`src/rtl/hsv2rgb_if.sv`:
```
// Pixel-side bundle for the HSV -> RGB converter: clock enable, HSV pixel with
// video sync in, RGB pixel with delayed sync out.
interface hsv2rgb_if;
    logic       ce;
    logic       de_in;
    logic       hsync_in;
    logic       vsync_in;
    logic [7:0] H;
    logic [7:0] S;
    logic [7:0] V;
    logic [7:0] red;
    logic [7:0] green;
    logic [7:0] blue;
    logic       de_out;
    logic       hsync_out;
    logic       vsync_out;

    modport master (
        output ce, de_in, hsync_in, vsync_in, H, S, V,
        input  red, green, blue, de_out, hsync_out, vsync_out
    );

    modport slave (
        input  ce, de_in, hsync_in, vsync_in, H, S, V,
        output red, green, blue, de_out, hsync_out, vsync_out
    );
endinterface

```
`src/rtl/hsv2rgb.sv`:
```
// Pipelined HSV -> RGB converter, latency 4 + OUT_REG ce-qualified cycles.
// Define HSV2RGB_BLANK_EN to force RGB to zero whenever the delayed de is low.
module hsv2rgb #(
    parameter int OUT_REG = 1
) (
    input  logic      clk,
    input  logic      rst,
    hsv2rgb_if.slave  bus
);

    // High byte of an unsigned 8x8 product; plain truncation, no rounding.
    function automatic logic [7:0] mul_hi(input logic [7:0] a, input logic [7:0] b);
        logic [15:0] prod;
        prod = 16'(a) * 16'(b);
        return prod[15:8];
    endfunction

    logic [10:0] h6_p0;

    logic [2:0]  region_p1, region_p2, region_p3;
    logic [7:0]  rem_p1;
    logic [7:0]  s_p1, s_p2, s_p3;
    logic [7:0]  v_p1, v_p2, v_p3;
    logic [7:0]  sr_p2, snr_p2, ns_p2;
    logic [7:0]  p_p3, q_p3, t_p3;
    logic [7:0]  red_p4, green_p4, blue_p4;
    logic [7:0]  red_sel, green_sel, blue_sel;
    logic [2:0]  sync_p1, sync_p2, sync_p3, sync_p4;   // {de, hsync, vsync}

    logic [7:0]  red_q, green_q, blue_q;
    logic [2:0]  sync_q;

    assign h6_p0 = 11'(bus.H) * 11'd6;

    // Region codes 6 and 7 cannot occur, but fall back to grey like S == 0.
    always_comb begin
        red_sel   = v_p3;
        green_sel = v_p3;
        blue_sel  = v_p3;
        if (s_p3 != 8'd0) begin
            case (region_p3)
                3'd0: begin red_sel = v_p3; green_sel = t_p3; blue_sel = p_p3; end
                3'd1: begin red_sel = q_p3; green_sel = v_p3; blue_sel = p_p3; end
                3'd2: begin red_sel = p_p3; green_sel = v_p3; blue_sel = t_p3; end
                3'd3: begin red_sel = p_p3; green_sel = q_p3; blue_sel = v_p3; end
                3'd4: begin red_sel = t_p3; green_sel = p_p3; blue_sel = v_p3; end
                3'd5: begin red_sel = v_p3; green_sel = p_p3; blue_sel = q_p3; end
                default: begin red_sel = v_p3; green_sel = v_p3; blue_sel = v_p3; end
            endcase
        end
    end

    always_ff @(posedge clk) begin
        if (rst) begin
            region_p1 <= '0;
            rem_p1    <= '0;
            s_p1      <= '0;
            v_p1      <= '0;
            sync_p1   <= '0;
            region_p2 <= '0;
            s_p2      <= '0;
            v_p2      <= '0;
            sr_p2     <= '0;
            snr_p2    <= '0;
            ns_p2     <= '0;
            sync_p2   <= '0;
            region_p3 <= '0;
            s_p3      <= '0;
            v_p3      <= '0;
            p_p3      <= '0;
            q_p3      <= '0;
            t_p3      <= '0;
            sync_p3   <= '0;
            red_p4    <= '0;
            green_p4  <= '0;
            blue_p4   <= '0;
            sync_p4   <= '0;
        end else if (bus.ce) begin
            // Stage 1: hue sector and position within it
            region_p1 <= h6_p0[10:8];
            rem_p1    <= h6_p0[7:0];
            s_p1      <= bus.S;
            v_p1      <= bus.V;
            sync_p1   <= {bus.de_in, bus.hsync_in, bus.vsync_in};
            // Stage 2: saturation-scaled ramps
            region_p2 <= region_p1;
            s_p2      <= s_p1;
            v_p2      <= v_p1;
            sr_p2     <= mul_hi(s_p1, rem_p1);
            snr_p2    <= mul_hi(s_p1, 8'd255 - rem_p1);
            ns_p2     <= 8'd255 - s_p1;
            sync_p2   <= sync_p1;
            // Stage 3: value-scaled p/q/t
            region_p3 <= region_p2;
            s_p3      <= s_p2;
            v_p3      <= v_p2;
            p_p3      <= mul_hi(v_p2, ns_p2);
            q_p3      <= mul_hi(v_p2, 8'd255 - sr_p2);
            t_p3      <= mul_hi(v_p2, 8'd255 - snr_p2);
            sync_p3   <= sync_p2;
            // Stage 4: sector select
            red_p4    <= red_sel;
            green_p4  <= green_sel;
            blue_p4   <= blue_sel;
            sync_p4   <= sync_p3;
        end
    end

    generate
        if (OUT_REG != 0) begin : g_out_reg
            // Stage 5: optional output register
            always_ff @(posedge clk) begin
                if (rst) begin
                    red_q   <= '0;
                    green_q <= '0;
                    blue_q  <= '0;
                    sync_q  <= '0;
                end else if (bus.ce) begin
                    red_q   <= red_p4;
                    green_q <= green_p4;
                    blue_q  <= blue_p4;
                    sync_q  <= sync_p4;
                end
            end
        end else begin : g_no_out_reg
            assign red_q   = red_p4;
            assign green_q = green_p4;
            assign blue_q  = blue_p4;
            assign sync_q  = sync_p4;
        end
    endgenerate

`ifdef HSV2RGB_BLANK_EN
    assign bus.red   = sync_q[2] ? red_q   : 8'd0;
    assign bus.green = sync_q[2] ? green_q : 8'd0;
    assign bus.blue  = sync_q[2] ? blue_q  : 8'd0;
`else
    assign bus.red   = red_q;
    assign bus.green = green_q;
    assign bus.blue  = blue_q;
`endif
    assign bus.de_out    = sync_q[2];
    assign bus.hsync_out = sync_q[1];
    assign bus.vsync_out = sync_q[0];

endmodule
```
`src/flat_wrapper.sv`:
```
// flat-port wrapper written by rule: the top's interface ports become plain ports
module hsv2rgb_flat 
#(
    parameter int OUT_REG = 1
)
  (clk, rst, bus_ce, bus_de_in, bus_hsync_in, bus_vsync_in, bus_H, bus_S, bus_V, bus_red, bus_green, bus_blue, bus_de_out, bus_hsync_out, bus_vsync_out);
  hsv2rgb_if bus_i ();
  input  logic clk;
  input  logic rst;
  input wire logic [$bits(bus_i.ce)-1:0] bus_ce;
  input wire logic [$bits(bus_i.de_in)-1:0] bus_de_in;
  input wire logic [$bits(bus_i.hsync_in)-1:0] bus_hsync_in;
  input wire logic [$bits(bus_i.vsync_in)-1:0] bus_vsync_in;
  input wire logic [$bits(bus_i.H)-1:0] bus_H;
  input wire logic [$bits(bus_i.S)-1:0] bus_S;
  input wire logic [$bits(bus_i.V)-1:0] bus_V;
  output wire logic [$bits(bus_i.red)-1:0] bus_red;
  output wire logic [$bits(bus_i.green)-1:0] bus_green;
  output wire logic [$bits(bus_i.blue)-1:0] bus_blue;
  output wire logic [$bits(bus_i.de_out)-1:0] bus_de_out;
  output wire logic [$bits(bus_i.hsync_out)-1:0] bus_hsync_out;
  output wire logic [$bits(bus_i.vsync_out)-1:0] bus_vsync_out;
  assign bus_i.ce = bus_ce;
  assign bus_i.de_in = bus_de_in;
  assign bus_i.hsync_in = bus_hsync_in;
  assign bus_i.vsync_in = bus_vsync_in;
  assign bus_i.H = bus_H;
  assign bus_i.S = bus_S;
  assign bus_i.V = bus_V;
  assign bus_red = bus_i.red;
  assign bus_green = bus_i.green;
  assign bus_blue = bus_i.blue;
  assign bus_de_out = bus_i.de_out;
  assign bus_hsync_out = bus_i.hsync_out;
  assign bus_vsync_out = bus_i.vsync_out;
  hsv2rgb #(.OUT_REG(OUT_REG)) u_core (.clk(clk), .rst(rst), .bus(bus_i));
endmodule
```
`config.mk`:
```
export PLATFORM = sky130hd
export DESIGN_NAME = hsv2rgb_flat
export DESIGN_NICKNAME = d
export VERILOG_FILES = /design/src/rtl/hsv2rgb_if.sv /design/src/rtl/hsv2rgb.sv /design/src/flat_wrapper.sv
export SDC_FILE = /design/constraint.sdc
export NUM_CORES = 1
export LEC_CHECK = 0
export BUFFER_PORTS_ARGS = -buffer_cell sky130_fd_sc_hd__buf_2
export CAP_MARGIN = 10
export CORE_UTILIZATION = 30
export CTS_CLUSTER_DIAMETER = 150
export DETAILED_ROUTE_END_ITERATION = 10
export GPL_ROUTABILITY_DRIVEN = 1
export SETUP_SLACK_MARGIN = 0.3
export SLEW_MARGIN = 20
export SYNTH_ARGS = -nofsm -noshare
export SYNTH_HDL_FRONTEND = slang
export SYNTH_SLANG_ARGS = --single-unit
```
`constraint.sdc`:
```
create_clock -name clk -period 6.96 [get_ports clk]
set_clock_uncertainty 0.05 [all_clocks]
set_input_delay 0.348 -clock clk [delete_from_list [all_inputs] [get_ports clk]]
set_output_delay 0.348 -clock clk [all_outputs]
set_load 0.01 [all_outputs]
```
# [Yosys cells after proc, flatten, opt, wreduce, memory -nomap -nowiden]
# Cells that the tools add are included.
[word_totals] reg_bits=175 input_bits=30 out_inout_bits=27 wordCells=53
[classes] addsub=4 mul=6 n_eq_ne=5 mux=6 reduce_logical=5
[ops] operator="case mux 8 bit (3 select lines)" count=3
[ops] operator="multiplier 8 x 8 -> 16 bit" count=4
[ops] operator="subtractor 8 bit, first input constant" count=4
[ops] operator="two-way mux 8 bit" count=3
[ops] operator="multiplier 8 x 7 -> 15 bit" count=1
[ops] operator="multiplier 8 x 2 -> 10 bit, second input constant" count=1
[ops] operator="nonzero test 8 bit" count=1
[ops] operator="equality test 3 x 2 -> 1 bit, second input constant" count=2
[ops] operator="equality test 3 bit, second input constant" count=2
[ops] operator="OR reduction 2 bit" count=3
[ops] operator="equality test 3 x 1 -> 1 bit, second input constant" count=1
[ops] operator="logical NOT 3 bit" count=1

# [Logic depth before layout (Yosys ltp)]
# Gate-level depths: netlist (run 1).
[depth] ltp_word=4 depth_mapped=18 mapped_depth_nobuf=17

# [Least setup slack after synthesis (run 1)]
# No wires, ideal clock.
[synth_timing] path_type="reg-to-reg" startpoint="register u_core.v_p2[5]" endpoint="register u_core.q_p3[4]" arrival_time_ns=4.254 setup_slack_ns=2.539 stages_incl_launch_ff=17 n_path_buf=1 period_less_slack_ns=4.421 cell_sequence="dfxtp_1 > clkbuf_1 > nand2b_1 > fa_1 > fa_1 > inv_1 > fa_1 > inv_1 > fa_1 > inv_1 > ha_1 > a21oi_1 > nand2b_1 > o21ai_0 > o41ai_2 > o211ai_1 > a32o_1"
[synth_via] elab_chain_cells=1
[synth_rtl] element="start, declared" line_no="hsv2rgb.sv:23" text="logic [7:0] v_p1, v_p2, v_p3;"
[synth_rtl] element="start signal, assigned" line_no="hsv2rgb.sv:88" text="v_p2 <= v_p1;"
[synth_rtl] element="multiplier 8 x 8 -> 16 bit" line_no="hsv2rgb.sv:14" text="prod = 16'(a) * 16'(b);"
[synth_rtl] element="end signal, assigned" line_no="hsv2rgb.sv:98" text="q_p3 <= mul_hi(v_p2, 8'd255 - sr_p2);"
[synth_rtl] element="end, declared" line_no="hsv2rgb.sv:25" text="logic [7:0] p_p3, q_p3, t_p3;"
# No other way between the ends.
# A chain may end at the register's enable or synchronous reset.

# [Worst setup path in the final report (run 1)]
[layout_timing] startpoint="register u_core.v_p2[4]" endpoint="register u_core.q_p3[4]"
# Same word-level chain as after synthesis.

==> results of run 1 <==
==> cells in the mapped netlist, types with 3 or more instances <==
| cell type | instances | area [um^2] |
|---|---|---|
| a211o_1 | 8 | 70.1 |
| a211oi_1 | 13 | 97.6 |
| a21o_1 | 9 | 67.6 |
| a21oi_1 | 62 | 310 |
| a221oi_1 | 9 | 78.8 |
| a22o_1 | 4 | 35.0 |
| a22oi_1 | 8 | 60.1 |
| a311oi_1 | 8 | 70.1 |
| a31oi_1 | 5 | 31.3 |
| a41oi_2 | 3 | 48.8 |
| and2_1 | 94 | 588 |
| and3_1 | 3 | 18.8 |
| buf_2 | 15 | 75.1 |
| clkbuf_1 | 69 | 259 |
| dfxtp_1 | 175 | 3500 |
| fa_1 | 169 | 3380 |
| ha_1 | 172 | 2150 |
| inv_1 | 209 | 785 |
| mux2i_1 | 108 | 1080 |
| nand2_1 | 88 | 330 |
| nand2b_1 | 72 | 450 |
| nand3_1 | 7 | 35.0 |
| nand4_1 | 5 | 31.3 |
| nand4b_1 | 3 | 26.3 |
| nor2_1 | 184 | 691 |
| nor2b_1 | 112 | 701 |
| nor3_1 | 7 | 35.0 |
| o211ai_1 | 20 | 150 |
| o21a_1 | 3 | 22.5 |
| o21ai_0 | 29 | 145 |
| o21ai_1 | 9 | 45.0 |
| o22ai_1 | 3 | 18.8 |
| or2_2 | 4 | 25.0 |
| xnor2_1 | 29 | 254 |
| xor2_1 | 17 | 149 |
==> cell type report <==
class                           count  share of cell area
Multi-Input combinational cell   1304               0.653
Sequential cell                   175               0.197
Tap cell                          688              0.0485
Inverter                          211              0.0446
Clock buffer                       18              0.0247
Timing Repair Buffer               67              0.0209
Clock inverter                     14              0.0106
==> worst paths after layout <==
check,slack (ns),startpoint,to
max,1.88,u_core.v_p2[4],u_core.q_p3[4]
min,0.09,bus_S[1],u_core.s_p1[1]
max reg2reg,1.88,u_core.v_p2[4],u_core.q_p3[4]
min reg2reg,0.41,u_core.region_p1[0],u_core.region_p1[0]
==> cell families after synthesis <==
family | after synthesis | synth area share
AOI/OAI and AO/OA | 214 | 0.0926
xor gates and xnor gates | 46 | 0.0248
adders and majority gates | 341 | 0.341
buffers and inverters | 298 | 0.0703
DFF | 175 | 0.216
muxes | 108 | 0.0666
and+or+nand+nor | 595 | 0.189
==> stage by stage <==
stage | worst slack (ns) | hold WS, ns | power (mW)
after floorplan | 2.54 | 0.375 | 1.75
after global placement | 2.00 | 0.396 | 1.95
after detailed placement | 1.92 | 0.401 | 1.97
after CTS | 1.90 | 0.0737 | 3.02
after global routing | 1.54 | 0.0857 | 3.18
final | 1.88 | 0.0892 | 2.97
==> report_power, final <==
part	switching, mW	total (mW)	leakage [nW]	internal, mW
Clock	0.490	1.02	0.307	0.532
Sequential	0.121	1.18	1.43	1.06
Combinational	0.432	0.767	6.99	0.336
==> metal layers <==
metal  routed length [um]  part of all wire
met3                 1150             0.031
met1                18100              0.48
met4                  478             0.013
met2                17700              0.47
met5                    0                 0
==> worst max-delay path, delay by kind of cell (launching register included) <==
family                   cells  cell delay (ns)
flip-flops                   1             1.02
AND/OR/NAND/NOR              2             0.34
AO/OA/AOI/OAI                5             1.10
buffers and inverters        3             0.14
adder cells (fa/ha/maj)      5             2.33
==> results.json, run 1 <==
{
  "max_slew_margin": 0.294,
  "crit_slowest_cell": "dfxtp_1",
  "cts.sinks": 175,
  "async_flop_share": 0,
  "initial_utilization": 0.306,
  "drt_iter0_drc": 557,
  "final_max_slew_viol_count": 0,
  "use_met1": 0.188,
  "avgSynthCellArea_um2": 9.14,
  "area_growth_pct": 9.31,
  "routed_wirelength_um": 37400,
  "route.vias.total": 11900,
  "route.detailed.wl_per_inst_um": 15.1,
  "core-area_mm2": 0.0531,
  "fin_tns_setup_ns": 0,
  "grt_overflow": 0,
  "cp.required_ns": 7.25,
  "end_kind": "register",
  "power_density_mw_per_mm2": 167,
  "vias_per_cell": 4.81,
  "tightest_slew_ns": 1.06,
  "critical-path-max-stage-delay_ns": 1.02,
  "cp-start-kind": "register",
  "std_cell_rows": 84,
  "ys.flop_type": "dfxtp_1",
  "leakagePower_nw": 8.72,
  "ys_seq_elements": 175,
  "first_pass_iters": 5,
  "cts_resized": 0,
  "dieArea_mm2": 0.0551,
  "dieWidth_um": 235,
  "mostFrequentLayoutCells": "209 x inv_1, 184 x nor2_1, 175 x dfxtp_1",
  "final_common_cell": "inv_1",
  "drc": 0,
  "crit_top_cell": "fa_1",
  "regArea_mm2": 0.00350,
  "fin_nets": 2147,
  "cts-root-buf": "clkbuf_16",
  "crit_path_max_fanout": 26,
  "reg2reg_depth": 15,
  "multi_input_area_mm2": 0.0116,
  "fin_util": 0.335,
  "syn-num-nets": 2148,
  "grt_util_met2": 0.240,
  "final_cells": 2477,
  "antenna_found_initial": 0,
  "clk_latency_ns": 0.44,
  "routabilityCongestion": 0.852,
  "place_area_mm2": 0.0171,
  "syn_inst": 1777,
  "finalInstanceArea_mm2": 0.0178,
  "crit_chain": "nand2b_1, fa_1, fa_1, inv_1, fa_1, inv_1, fa_1, inv_1, ha_1, a21oi_1, nand2b_1, o21ai_0, o41ai_2, o211ai_1, a32o_1",
  "grt_pass1_vias": 12400,
  "ys_types": 67,
  "numCtsBuffers": 17,
  "path_clk_slew_ns": 0.08,
  "worstHoldPathCells": 3,
  "dieHeight_um": 235,
  "hp-class": "in -> reg",
  "antenna_cells": 0,
  "synth.cell_area_mm2": 0.0162,
  "cts_tree": "built",
  "drive_gt1_frac": 0.0732,
  "status": "complete, no violations",
  "max_freq_mhz": 197,
  "hold_viol": 0,
  "port_buffers": 56,
  "dp_hpwl_um": 27500,
  "crit_arrival_ns": 5.37,
  "gr-usage-all-layers": 0.141,
  "ctsHoldBuffers": 0,
  "ys_warn_count": 0,
  "drv_cap": 0,
  "min_period_ns": 5.08,
  "crit_type": "reg -> reg",
  "place_inst": 2445,
  "finalCritPeriodShare": 0.730,
  "grt_max_degree": 82,
  "peakVddDrop_v": 0.000191,
  "setup_viol": 0,
  "cts_buffer_depth": 2,
  "grt_setup_unrepaired": "no",
  "cts_max_level": 4,
  "busiest_layer": "met2",
  "grt_pass1_wl_um": 63400,
  "nFillCells": 5467,
  "synth-edff-count": 0,
  "ios": 57,
  "seq_area_frac_synth": 0.216,
  "antenna_left": 0,
  "gr-usage-met3": 0.0183,
  "cts_setup_buffers": 0
}
(Power assumes the default switching activity.)
==> run 2, diff against run 1 <==
Settings changed: ABC_AREA set to 1.
Clock period 6.96 ns to 4.6 ns, I/O delays scaled along.
==> run 2 against run 1 <==
Clock-buffer cell count up 1. Clock power up 66%. Synthesized area up 6.5%. Core utilization up 0.73 points. Wire length up 21%. Global-route usage up 2.0 points. Combinational power rose to 4.1 times the previous value. Worst hold slack worse by 0.070 ns. Synthesized cell count up 37%. Total power up 130%. Maximum frequency up 23%. Setup slack worse by 1.4 ns. Highest routed layer is now met5.
==> results.json, run 2 <==
{
  "mostFrequentLayoutCells": "493 x inv_1, 462 x nand2_1, 288 x nor2_1",
  "final_cells": 3235,
  "synth.cell_area_mm2": 0.0173,
  "netlist.area_leader.share": 0.203,
  "setup_viol": 0,
  "cts.sinks": 175,
  "grt_pass1_wl_um": 76300,
  "max_slew_margin": 0.310,
  "ios": 57,
  "fin_nets": 2837,
  "syn_inst": 2436,
  "port_buffers": 56,
  "fin_util": 0.342,
  "dieHeight_um": 242,
  "route.vias.total": 15100,
  "dieArea_mm2": 0.0586,
  "final_common_cell": "inv_1",
  "ys_warn_count": 0,
  "cts_tree": "built",
  "crit_family": "adder cells",
  "grt_max_degree": 100,
  "yosys-top-cells-area": "dfxtp_1 20%, fa_1 20%, ha_1 12%",
  "routed_wirelength_um": 45400,
  "max_freq_mhz": 243,
  "synth_most_common_cell": "inv_1",
  "cts-root-buf": "clkbuf_16",
  "fin_tns_setup_ns": 0,
  "critical-path-max-stage-delay_ns": 0.61,
  "grt_pass1_vias": 15200,
  "crit_arrival_ns": 4.47,
  "peakVddDrop_v": 0.000336,
  "clk_latency_ns": 0.47,
  "routabilityCongestion": 0.864,
  "seq_area_frac_synth": 0.203,
  "crit_path_max_fanout": 11,
  "drive_gt1_frac": 0.0815,
  "syn-num-nets": 2807,
  "finalCritPeriodShare": 0.895,
  "crit_chain": "nand2_1, fa_1, fa_1, inv_1, fa_1, inv_1, fa_1, inv_1, ha_1, nand2_1, nor2_1, nand4_1, nand3_1, xor2_1, o21ai_0, inv_1",
  "hp-class": "in -> reg",
  "grt_overflow": 0,
  "status": "complete, no violations",
  "yosys.area.top_type": "dfxtp_1",
  "dp_hpwl_um": 34900,
  "leakagePower_nw": 10.6,
  "cp_num_buf_inv": 4,
  "regArea_mm2": 0.00352,
  "cp-start-kind": "register",
  "route.detailed.wl_per_inst_um": 14.0,
  "crit_type": "reg -> reg",
  "ys_seq_elements": 175,
  "ys_types": 41,
  "power_mw": 6.68,
  "synth-edff-count": 0,
  "antenna_cells": 0,
  "cts_max_level": 4,
  "async_flop_share": 0,
  "numCtsBuffers": 17,
  "hold_viol": 0,
  "first_pass_iters": 5,
  "antenna_found_initial": 1,
  "power_density_mw_per_mm2": 345,
  "std_cell_rows": 87,
  "drt_iter0_drc": 946,
  "path_clk_slew_ns": 0.09,
  "core-area_mm2": 0.0567,
  "yosys-top-cells-count": "498 x inv_1, 462 x nand2_1, 289 x nor2_1",
  "initial_utilization": 0.305,
  "place_inst": 3189,
  "ys.flop_type": "dfxtp_1",
  "tightest_slew_ns": 1.04,
  "dieWidth_um": 242,
  "multi_input_area_mm2": 0.0115,
  "area_growth_pct": 12.1,
  "min_period_ns": 4.12,
  "gr-usage-all-layers": 0.160,
  "nFillCells": 6086,
  "antenna_left": 0,
  "cp.required_ns": 4.96,
  "drc": 0,
  "drv_cap": 0,
  "cts_buffer_depth": 2,
  "final_max_slew_viol_count": 0,
  "end_kind": "register",
  "crit_slowest_cell": "dfxtp_1",
  "avgSynthCellArea_um2": 7.10,
  "grt_setup_unrepaired": "yes",
  "vias_per_cell": 4.66
}
[run 2: final timing paths]
path	from	to	slack [ns]	cells after the start
min	bus_S[0]	u_core.s_p1[0]	0.02	3
max reg2reg	u_core.v_p2[0]	u_core.p_p3[0]	0.48	16
max	u_core.v_p2[0]	u_core.p_p3[0]	0.48	16
min reg2reg	u_core.red_p4[0]	u_core.bus.red[0]	0.41	2
[run 2: cells by family after synthesis]
logic type	after synthesis	synth area share
compound gates	428	0.135
flops	175	0.203
buf+inv	612	0.135
fa+ha+maj	341	0.320
xor+xnor	11	0.00557
simple gates	869	0.202
[run 2: cell type report]
type	instances	area share
clock inverter	13	0.0112
timing repair buffer	119	0.0419
clock buffer	19	0.0234
tap	756	0.0488
inverter	504	0.0978
multi-input combinational	1649	0.595
sequential	175	0.182
[run 2: stage by stage]
stage / hold slack (ns) / instance area, um^2 / worst slack (ns)
after floorplan: 0.315 / 17300 / 0.458
after detailed placement: 0.403 / 18500 / 0.369
final: 0.0189 / 19400 / 0.481
after CTS: 0.00100 / 19300 / 0.365
after global routing: 0.0248 / 19400 / 0.206
after global placement: 0.401 / 18500 / 0.424
[run 2: repair_timing]
| action | CTS | global route |
|---|---|---|
| endpoints found under the setup margin | 0 | 35 |
| gates resized for setup | 0 | 45 |
| setup buffers | 0 | 1 |
| endpoints found under the hold margin | 13 | 0 |
| hold buffers | 13 | 0 |
[run 2: worst min-delay path, cell delays in order]
cell and delay (ns):
buf_2 0.08, o21ai_0 0.07, a21oi_1 0.11
[run 2: routing by layer]
| metal | share of wire | global-route usage |
|---|---|---|
| met1 | 0.47 | 0.208 |
| met2 | 0.46 | 0.273 |
| met3 | 0.041 | 0.0194 |
| met4 | 0.025 | 0.0553 |
| met5 | 0.00029 | 0 |
[run 2: power by group]
group          total, mW  switching [mW]  internal [mW]  leakage (nW)
clock               1.69           0.728          0.964         0.329
combinational       3.18            2.03           1.15          8.82
sequential          1.80           0.139           1.67          1.45
